===== src/rtl/bcd_disp_pkg.sv =====
// Shared constants and the seven-segment encoder for the BCD up/down display.
// Segment patterns are active-low {a,b,c,d,e,f,g,dp}, bit 7 = segment a.
package bcd_disp_pkg;

    localparam logic [3:0] BCD_MAX = 4'h9;

    localparam logic [7:0] SEG_0     = 8'b0000_0011;
    localparam logic [7:0] SEG_1     = 8'b1001_1111;
    localparam logic [7:0] SEG_2     = 8'b0010_0101;
    localparam logic [7:0] SEG_3     = 8'b0000_1101;
    localparam logic [7:0] SEG_4     = 8'b1001_1001;
    localparam logic [7:0] SEG_5     = 8'b0100_1001;
    localparam logic [7:0] SEG_6     = 8'b0100_0001;
    localparam logic [7:0] SEG_7     = 8'b0001_1111;
    localparam logic [7:0] SEG_8     = 8'b0000_0001;
    localparam logic [7:0] SEG_9     = 8'b0000_1001;
    localparam logic [7:0] SEG_BLANK = 8'hFF;

    function automatic logic [7:0] seg7_encode(input logic [3:0] code);
        logic [7:0] seg;
        case (code)
            4'd0:    seg = SEG_0;
            4'd1:    seg = SEG_1;
            4'd2:    seg = SEG_2;
            4'd3:    seg = SEG_3;
            4'd4:    seg = SEG_4;
            4'd5:    seg = SEG_5;
            4'd6:    seg = SEG_6;
            4'd7:    seg = SEG_7;
            4'd8:    seg = SEG_8;
            4'd9:    seg = SEG_9;
            default: seg = SEG_BLANK;
        endcase
        return seg;
    endfunction

endpackage


===== src/rtl/bcd_updown_display_if.sv =====
// Control inputs and display/count outputs of the BCD up/down display.
// The master side (board glue or bench) drives controls; the slave side is the counter.
interface bcd_updown_display_if #(
    parameter int NUM_DIGITS = 3
);
    logic                    en;
    logic                    dir;
    logic                    load;
    logic [4*NUM_DIGITS-1:0] load_val;
    logic [4*NUM_DIGITS-1:0] bcd;
    logic                    wrap;
    logic [7:0]              ss;
    logic [NUM_DIGITS-1:0]   sse;

    modport master (
        output en, dir, load, load_val,
        input  bcd, wrap, ss, sse
    );

    modport slave (
        input  en, dir, load, load_val,
        output bcd, wrap, ss, sse
    );
endinterface


===== src/rtl/bcd_digit_cell.sv =====
// One BCD digit of the up/down counter; step comes from the carry/borrow of the digit below.
// Load sanitises codes above 9 to 0 and always wins over a step.
module bcd_digit_cell
    import bcd_disp_pkg::*;
(
    input  logic       clk100m,
    input  logic       rst,
    input  logic       step,
    input  logic       dir,
    input  logic       load,
    input  logic [3:0] load_digit,
    output logic [3:0] digit,
    output logic       carry_out
);

    assign carry_out = step & ((dir & (digit == BCD_MAX)) | (~dir & (digit == 4'd0)));

    always_ff @(posedge clk100m) begin
        if (rst) begin
            digit <= 4'd0;
        end else if (load) begin
            digit <= (load_digit > BCD_MAX) ? 4'd0 : load_digit;
        end else if (step) begin
            if (dir)
                digit <= (digit == BCD_MAX) ? 4'd0 : digit + 4'd1;
            else
                digit <= (digit == 4'd0) ? BCD_MAX : digit - 4'd1;
        end
    end

endmodule


===== src/rtl/bcd_updown_display.sv =====
// N-digit BCD up/down counter with a multiplexed seven-segment scan driver.
// Optional macro LEADING_ZERO_BLANK_EN blanks leading zero digits above digit 0.
module bcd_updown_display
    import bcd_disp_pkg::*;
#(
    parameter int NUM_DIGITS  = 3,
    parameter int COUNT_DIV   = 16777216,
    parameter int REFRESH_DIV = 65536
) (
    input  logic clk100m,
    input  logic rst,
    bcd_updown_display_if.slave bus
);

    localparam int CW = $clog2(COUNT_DIV);
    localparam int RW = $clog2(REFRESH_DIV);
    localparam int IW = (NUM_DIGITS > 1) ? $clog2(NUM_DIGITS) : 1;

    logic [CW-1:0]           cnt_pre;
    logic                    cnt_tick;
    logic [RW-1:0]           ref_pre;
    logic                    ref_tick;
    logic [NUM_DIGITS:0]     chain;
    logic [4*NUM_DIGITS-1:0] bcd_q;
    logic                    wrap_q;
    logic [IW-1:0]           scan_idx;
    logic [7:0]              ss_q;
    logic [NUM_DIGITS-1:0]   sse_q;
    logic [3:0]              show_digit;
    logic                    blank;
    logic [7:0]              seg_next;

    assign cnt_tick = (cnt_pre == CW'(COUNT_DIV - 1));
    assign ref_tick = (ref_pre == RW'(REFRESH_DIV - 1));

    always_ff @(posedge clk100m) begin
        if (rst) begin
            cnt_pre <= '0;
            ref_pre <= '0;
        end else begin
            cnt_pre <= cnt_tick ? '0 : cnt_pre + CW'(1);
            ref_pre <= ref_tick ? '0 : ref_pre + RW'(1);
        end
    end

    // Carry/borrow ripples combinationally from digit 0 upward; the top carry is the wrap.
    assign chain[0] = cnt_tick & bus.en;

    for (genvar g = 0; g < NUM_DIGITS; g++) begin : g_digit
        bcd_digit_cell u_cell (
            .clk100m    (clk100m),
            .rst        (rst),
            .step       (chain[g]),
            .dir        (bus.dir),
            .load       (bus.load),
            .load_digit (bus.load_val[4*g +: 4]),
            .digit      (bcd_q[4*g +: 4]),
            .carry_out  (chain[g+1])
        );
    end

    always_ff @(posedge clk100m) begin
        if (rst)
            wrap_q <= 1'b0;
        else
            wrap_q <= chain[NUM_DIGITS] & ~bus.load;
    end

    assign show_digit = bcd_q[4*scan_idx +: 4];

`ifdef LEADING_ZERO_BLANK_EN
    logic [NUM_DIGITS-1:0] zero_from;

    always_comb begin
        zero_from = '0;
        zero_from[NUM_DIGITS-1] = (bcd_q[4*(NUM_DIGITS-1) +: 4] == 4'd0);
        for (int k = NUM_DIGITS - 2; k >= 0; k--)
            zero_from[k] = zero_from[k+1] & (bcd_q[4*k +: 4] == 4'd0);
    end

    assign blank = (scan_idx != '0) & zero_from[scan_idx];
`else
    assign blank = 1'b0;
`endif

    assign seg_next = blank ? SEG_BLANK : seg7_encode(show_digit);

    // Enables and segments load on the same edge so the visible digit never tears.
    always_ff @(posedge clk100m) begin
        if (rst) begin
            scan_idx <= '0;
            ss_q     <= SEG_BLANK;
            sse_q    <= '1;
        end else if (ref_tick) begin
            sse_q    <= ~(NUM_DIGITS'(1) << scan_idx);
            ss_q     <= seg_next;
            scan_idx <= (scan_idx == IW'(NUM_DIGITS - 1)) ? '0 : scan_idx + IW'(1);
        end
    end

    assign bus.bcd  = bcd_q;
    assign bus.wrap = wrap_q;
    assign bus.ss   = ss_q;
    assign bus.sse  = sse_q;

endmodule


===== src/flat_wrapper.sv =====
// flat-port wrapper written by rule: the top's interface ports become plain ports
module bcd_updown_display_flat import bcd_disp_pkg::*;
#(
    parameter int NUM_DIGITS  = 3,
    parameter int COUNT_DIV   = 16777216,
    parameter int REFRESH_DIV = 65536
)
  (clk100m, rst, bus_en, bus_dir, bus_load, bus_load_val, bus_bcd, bus_wrap, bus_ss, bus_sse);
  bcd_updown_display_if #(.NUM_DIGITS(NUM_DIGITS)) bus_i ();
  input  logic clk100m;
  input  logic rst;
  input wire logic [$bits(bus_i.en)-1:0] bus_en;
  input wire logic [$bits(bus_i.dir)-1:0] bus_dir;
  input wire logic [$bits(bus_i.load)-1:0] bus_load;
  input wire logic [$bits(bus_i.load_val)-1:0] bus_load_val;
  output wire logic [$bits(bus_i.bcd)-1:0] bus_bcd;
  output wire logic [$bits(bus_i.wrap)-1:0] bus_wrap;
  output wire logic [$bits(bus_i.ss)-1:0] bus_ss;
  output wire logic [$bits(bus_i.sse)-1:0] bus_sse;
  assign bus_i.en = bus_en;
  assign bus_i.dir = bus_dir;
  assign bus_i.load = bus_load;
  assign bus_i.load_val = bus_load_val;
  assign bus_bcd = bus_i.bcd;
  assign bus_wrap = bus_i.wrap;
  assign bus_ss = bus_i.ss;
  assign bus_sse = bus_i.sse;
  bcd_updown_display #(.NUM_DIGITS(NUM_DIGITS), .COUNT_DIV(COUNT_DIV), .REFRESH_DIV(REFRESH_DIV)) u_core (.clk100m(clk100m), .rst(rst), .bus(bus_i));
endmodule

===== config.mk =====
export PLATFORM = sky130hd
export DESIGN_NAME = bcd_updown_display_flat
export DESIGN_NICKNAME = d
export VERILOG_FILES = /design/src/rtl/bcd_disp_pkg.sv /design/src/rtl/bcd_updown_display_if.sv /design/src/rtl/bcd_digit_cell.sv /design/src/rtl/bcd_updown_display.sv /design/src/flat_wrapper.sv
export SDC_FILE = /design/constraint.sdc
export NUM_CORES = 1
export LEC_CHECK = 0
export CAP_MARGIN = 40
export CORE_ASPECT_RATIO = 0.7
export CORE_UTILIZATION = 35
export DETAILED_ROUTE_END_ITERATION = 16
export DONT_BUFFER_PORTS = 1
export GPL_ROUTABILITY_DRIVEN = 1
export PLACE_DENSITY = 0.47
export SYNTH_ARGS = -nofsm -noshare
export SYNTH_HDL_FRONTEND = slang
export SYNTH_HIERARCHICAL = 1
export SYNTH_SLANG_ARGS = --single-unit

===== constraint.sdc =====
create_clock -name clk100m -period 3.7 [get_ports clk100m]
set_clock_uncertainty 0.1 [all_clocks]
set_input_delay 0.74 -clock clk100m [delete_from_list [all_inputs] [get_ports clk100m]]
set_output_delay 0.74 -clock clk100m [all_outputs]
set_load 0.02 [all_outputs]

; ---- Word-level counts from Yosys, hierarchy flattened
; Memories as Yosys holds them, arrays and structs flattened. A register that Yosys moved wholly into a read port is not among the register bits.
; Index checks and enable logic that the tools add are counted.
[word_totals]
output_inout_bits = 24
mem_bits_ro = 112
regBits = 66
memories = 1
inputBits = 17
[mem_list]
columns = name, depth, word_bits, read_ports, rd_clocked_by_memory_dff, wr, line_no
row1 = (name not given), 16, 7, 1, 1, 0, bcd_disp_pkg.sv:21  ; case (code)
[op_classes]
reduce_logical = 8
add_sub_neg = 9
n_lt_le_gt_ge = 3
bitwise_logic = 17
muxes = 19
shift = 2
n_eq_ne = 6
[ops]
columns = operator, n
row1 = 4-bit two-way mux, 18
row2 = 24-bit by 1-bit adder with 24-bit output (second input constant), 1
row3 = 24-bit equality test (second input constant), 1
row4 = 16-bit by 1-bit adder with 16-bit output (second input constant), 1
row5 = 16-bit equality test (second input constant), 1
row6 = 4-bit by 1-bit adder with 4-bit output (second input constant), 3
row7 = 4-bit equality test (second input constant), 3
row8 = 4-bit greater-than comparator (second input constant), 3
row9 = 4-bit zero test, 3
row10 = 12-bit by 5-bit indexed part select with 4-bit output, 1
row11 = 4-bit by 1-bit subtractor with 4-bit output (second input constant), 3
row12 = 1-bit bitwise AND, 11
row13 = 2-bit nonzero test, 3
row14 = 2-bit OR reduction, 2
row15 = 3-bit inverter, 1
row16 = 1-bit bitwise OR, 3
row17 = 1-bit by 2-bit << shifter with 3-bit output (first input constant), 1
row18 = 2-bit by 1-bit adder with 2-bit output (second input constant), 1
row19 = 2-bit equality test (second input constant), 1
row20 = 2-bit two-way mux, 1
row21 = 1-bit inverter, 2

; ---- Depth between registers and ports, before layout
[logic_depth]
depth_word = 7
ltp_mapped = 13

; ---- Hierarchy
; The synthesis kept the hierarchy.
[modules_own_cells]
columns = mod, n_inst, area_each_um2, seq_area_each_um2, cells_per_inst
row1 = bcd_updown_display, 1, 2563.7, 1061.0, 280
row2 = bcd_digit_cell, 3, 334.1, 80.1, 46

; ---- Least setup slack after synthesis
; Ideal clock, no wire load.
[synth_path]
kind = register to register
start = register u_core.cnt_pre[15]
end = register u_core.g_digit[2].u_cell.digit[1]
setup_slack_ns = 0.530
setup_time_ns = 0.074
t_arrival_ns = 2.996
n_path_buf = 3
period_less_slack_ns = 3.170
stages_incl_launch_ff = 13
path_cell_list = dfxtp_1 -> and4_1 -> and3_1 -> and3_1 -> and4_1 -> clkbuf_1 -> nor4b_1 -> clkbuf_1 -> nor4b_1 -> clkbuf_1 -> o21ai_0 -> or4_1 -> a31oi_1
[synth_between]
elab_chain_cells = 5
[synth_rtl]
columns = element, line_no
row1 = start: declaration, bcd_updown_display.sv:19  ; logic [CW-1:0] cnt_pre;
row2 = start signal: assignment, bcd_updown_display.sv:41  ; cnt_pre <= cnt_tick ? '0 : cnt_pre + CW'(1);
row3 = 24-bit equality test, bcd_updown_display.sv:33  ; assign cnt_tick = (cnt_pre == CW'(COUNT_DIV - 1));
row4 = 1-bit bitwise AND, bcd_updown_display.sv:47  ; assign chain[0] = cnt_tick & bus.en;
row5 = via u_core.chain[0], bcd_updown_display.sv:23  ; logic [NUM_DIGITS:0] chain;
row6 = 1-bit bitwise AND, bcd_digit_cell.sv:16  ; assign carry_out = step & ((dir & (digit == BCD_MAX)) | (~dir & (digit == 4'd0)));
row7 = via u_core.chain[1], bcd_updown_display.sv:23
row8 = 1-bit bitwise AND, bcd_digit_cell.sv:16
row9 = via u_core.chain[2], bcd_updown_display.sv:23
row10 = 2-bit nonzero test (no source line), --
row11 = end signal: assignment, bcd_digit_cell.sv:22  ; digit <= (load_digit > BCD_MAX) ? 4'd0 : load_digit;
row12 = end signal: assignment, bcd_digit_cell.sv:25  ; digit <= (digit == BCD_MAX) ? 4'd0 : digit + 4'd1;
row13 = end signal: assignment, bcd_digit_cell.sv:27  ; digit <= (digit == 4'd0) ? BCD_MAX : digit - 4'd1;
row14 = end: declaration, bcd_digit_cell.sv:12  ; output logic [3:0] digit,
; The timed path passes the listed nets, and every way through them passes these cells.
; A chain may end at the register's enable or synchronous reset.

; ---- Worst setup path in the final report
[layout_path]
start = register u_core.cnt_pre[0]
end = register u_core.g_digit[2].u_cell.digit[1]
; The elaborated chain is that of the path after synthesis.

==> results summary <==
The flow ran to the end, and the final reports show no timing, DRC or antenna violations. For this configuration, the core starts out at a cell density of 36.40%. The number of buffers inserted by hold repair at cts is 0. The average wire length per cell after detail routing came out at 14.39 um. Of the total power, the share spent switching nets is 22.02%.

The count of boundary I/O pins is 41. The net switching power figure is 0.3820 mW. The global-route wire length before repair is 13310 um.

The final weighted congestion of routability-driven global placement came out at 0.7617. The net count after synthesis is 443. The post-synthesis cell area is 3566 um^2. The post-synthesis sequential element count came out at 65.

In this run the power density over the cells is 441.4 nW/um^2. The critical-path maximum fanout came out at 8. TritonCTS built the clock tree.

The HPWL after detailed placement came out at 5330 um. The depth of the worst register-to-register path is 10. The setup check on the worst reg-to-reg path leaves a slack of 420 ps. The DRC violation count after routing is 0. The timing endpoint of the critical path is u_core/g_digit[2].u_cell/digit[1]$_SDFFE_PP0P_. Setup repair after global routing left no endpoint under its margin. The count of buffers added on input and output ports is 0. The worst path uses 88.66% of the clock period.

In this run the clock root is driven by a sky130_fd_sc_hd__clkbuf_16. The number of antenna violations at the first check in global routing came out at 0. The overall die area came out at 10600 um^2. In the final layout, the multi-input gates occupy 2112 um^2. The top cell type by area accounts for 36.49% of the synthesized area.

Global routing used 16.07% of the available tracks. The gate count of the mapped netlist is 418. The share of async-settable or async-resettable flops after synthesis came out at 0%. The number of nets still failing antenna checks after routing is 0. After global routing the overflow that remains totals 0. The final count of pins violating max slew is 0.

STA classifies the critical path endpoint as a register. The mean post-synth cell area is 8.531 um^2. The total number of placement rows is 30. Leaving out fill and tap cells, the most frequent cells in the layout are sky130_fd_sc_hd__nor2_1 (69), sky130_fd_sc_hd__dfxtp_1 (65), sky130_fd_sc_hd__nand2_1 (30), sky130_fd_sc_hd__xor2_1 (28), sky130_fd_sc_hd__nand3_1 (19). The cell leakage power is 1.426 nW. For the worst setup path, the data required time is 3850 ps. The post-route worst hold slack is 344.1 ps. The number of gates resized after CTS came out at 0.

The worst setup timing slack at the placement stage came out at 495.6 ps. The fraction of power consumed by combinational cells came out at 4.3%. From bottom edge to top edge, the die measures 86.45 um. The layout cell share with drive strength beyond 1 came out at 9.903%. The total CTS buffers came out at 9. The placeable core region came out at 9797 um^2.

After clock tree synthesis, the clock-pin slew on the worst setup and hold paths is 60 ps. Counting distinct cell types in the post-synthesis netlist gives 54. The signal arrival time at the worst endpoint came out at 3430 ps. The share of power burned in the clock network came out at 52.8%.

The highest clock rate came out at 304.9 MHz. The number of hold-slack violations in the final timing report came to 0. The class of the most critical setup path is reg -> reg.

The sequential group share of total power came out at 42.9%. The placement-stage cell area came out at 3611 um^2. The library cell used most frequently in the layout, excluding fill and tap cells, is sky130_fd_sc_hd__nor2_1. After detailed routing, the total wire length is 7802 um. In this run the horizontal extent of the chip is 122.6 um. The TritonCTS sink count is 65. The total number of nets in the final design is 435. The final instance area is 3930 um^2.

In this run the number of H-tree levels came out at 3. The via count of the first global-routing pass is 2678. The portion of the post-synthesis area used by sequential elements is 36.49%. In this run, synthesis inferred 0 flip-flops with an integrated enable. The initial DRC count is 173. The count of max-cap constraint violations came out at 0. 0 antenna diodes ended up in the layout.

In the routed layout, each cell is associated on average with a via count of 5.179. The final number of setup-violating endpoints is 0. The largest net degree at the start of global routing is 43. The internal portion of total power came out at 1.353 mW.

The count of cells along the worst hold path came out at 1. The buffers inserted during post-CTS setup optimization came out at 0. The number of fill cells in the layout came out at 994.

After layout, the design draws a total of 1.735 mW. The most used flip-flop cell after synthesis is sky130_fd_sc_hd__dfxtp_1. The clock passes through at most 2 buffers. The final sum of negative setup slack is 0 ps. Compared with the post-synthesis result, the final layout area differs by 10.21%. Summed over all instances, the cell type with the most area after synthesis is sky130_fd_sc_hd__dfxtp_1. The transition at the pin with the smallest max-transition slack came out at 663.4 ps.

The number of warnings reported in the yosys synthesis log is 13. Before antenna repair, the detailed router went through 4 iterations. The relative slew slack came out at 55.71%. In the post-route analysis, the smallest setup slack over all paths is 419.7 ps.

The source of the worst register-to-register timing path is u_core/cnt_pre[0]$_SDFF_PP0_. The critical path launch point is u_core/cnt_pre[0]$_SDFF_PP0_. The final critical delay including setup and external delays came out at 3280 ps. The worst-case IR drop observed on VDD is 223.8 uV. The endpoint identified for the worst register-to-register timing path is u_core/g_digit[2].u_cell/digit[1]$_SDFFE_PP0P_. The later pin in the worst-skew pair is clocked with a latency of 330 ps. The number of vias in the routed layout came out at 2807.

Yosys attributes the largest share of cell area to sky130_fd_sc_hd__dfxtp_1 (36%), sky130_fd_sc_hd__nor2_1 (7.3%), sky130_fd_sc_hd__xor2_1 (6.9%), sky130_fd_sc_hd__xnor2_1 (3.7%), sky130_fd_sc_hd__nand2_1 (3.2%). The worst min-delay path category is reg -> reg. The kind of launch point of the worst setup path is a register. The footprint of the flip-flops and latches came out at 1301 um^2.
state kept, by name (all words and copies together) (netlist names):
name and flops:
u_core/g_digit.u_cell/digit 12, u_core/bus.sse 3, u_core/bus.wrap 1, u_core/scan_idx 2, u_core/bus.ss 7, u_core/cnt_pre 24
u_core/ref_pre 16
how the worst min path moves through the flow:
stage | from | end | slack [ps]
after detailed placement | u_core/ref_pre[0]$_SDFF_PP0_ | u_core/ref_pre[0]$_SDFF_PP0_ | 340
final | u_core/ref_pre[0]$_SDFF_PP0_ | u_core/ref_pre[0]$_SDFF_PP0_ | 340
after global placement | u_core/ref_pre[0]$_SDFF_PP0_ | u_core/ref_pre[0]$_SDFF_PP0_ | 330
after global routing | rst | u_core/ref_pre[12]$_SDFF_PP0_ | 370
after CTS | u_core/ref_pre[0]$_SDFF_PP0_ | u_core/ref_pre[0]$_SDFF_PP0_ | 350
after floorplan | u_core/ref_pre[0]$_SDFF_PP0_ | u_core/ref_pre[0]$_SDFF_PP0_ | 320
synthesized netlist by cell type, drive strengths merged (2+ instances only):
cell type,n
nor4b,4
a2111oi,3
ha,8
buf,12
mux2,3
or3,2
nand3b,9
o21bai,5
or4,6
nand4,8
o21ai,16
nand2b,7
inv,6
o22ai,3
a21o,2
a211oi,6
nor2,72
nand2,30
and4,6
and3,10
clkbuf,9
nor3,13
and2,4
a31oi,8
xor2,28
nand3,20
xnor2,15
dfxtp,65
a2bb2oi,4
mux2i,5
nor4,2
a21oi,12
a311o,3
nor3b,2
layer usage:
metal,vias to the layer above,GRT usage (%),wire (um),part of all wire (%)
li1,1466,-,-,-
met1,1290,23.00,4353,56
met2,38,22.57,3060,39
met3,13,4.605,285,3.7
met4,0,5.876,102,1.3
met5,-,0,0,0
critical path, stage by stage, from the launching register on:
cell and delay, ps:
sky130_fd_sc_hd__dfxtp_1 380, sky130_fd_sc_hd__ha_1 270, sky130_fd_sc_hd__nand3_1 190, sky130_fd_sc_hd__nor3_1 260
sky130_fd_sc_hd__and4_1 400, sky130_fd_sc_hd__nor4b_1 410, sky130_fd_sc_hd__nor4b_1 330, sky130_fd_sc_hd__buf_4 220
sky130_fd_sc_hd__o21ai_0 110, sky130_fd_sc_hd__or4_1 400, sky130_fd_sc_hd__a31oi_1 130
power groups by stage:
stage	Sequential [mW]	Combinational, mW	Clock [mW]
detailed placement	0.759	0.0741	0
global placement	0.759	0.0737	0
global route	0.747	0.0845	0.979
CTS	0.744	0.0748	0.940
floorplan	0.747	0.0800	0
finish	0.744	0.0746	0.916
layout make-up:
| class | instances | share of cell area, % |
|---|---|---|
| inverters | 6 | 0.5731 |
| clock inverters | 5 | 2.038 |
| well taps | 128 | 4.075 |
| multi-input cells | 326 | 53.74 |
| clock buffers | 10 | 6.081 |
| repair buffers | 2 | 0.3820 |
| flip-flops and latches | 65 | 33.11 |
per-stage QoR:
step	std cells	utilization [%]
2_1_floorplan	418	-
3_3_place_gp	527	36.86
3_5_place_dp	527	36.86
4_1_cts	542	40.11
5_1_grt	542	40.11
6_report	542	40.11
cell families after synthesis:
| kind of cell | Yosys count | share of synthesized area [%] |
|---|---|---|
| and+or+nand+nor | 198 | 30.10 |
| adders and majority gates | 8 | 2.807 |
| xor gates and xnor gates | 43 | 10.56 |
| DFF | 65 | 36.49 |
| buffers and inverters | 27 | 4.280 |
| AOI/OAI and AO/OA | 68 | 13.30 |
| other | 1 | 0.1052 |
| muxes | 8 | 2.351 |
Note: power is estimated with default switching activity, not from simulation.
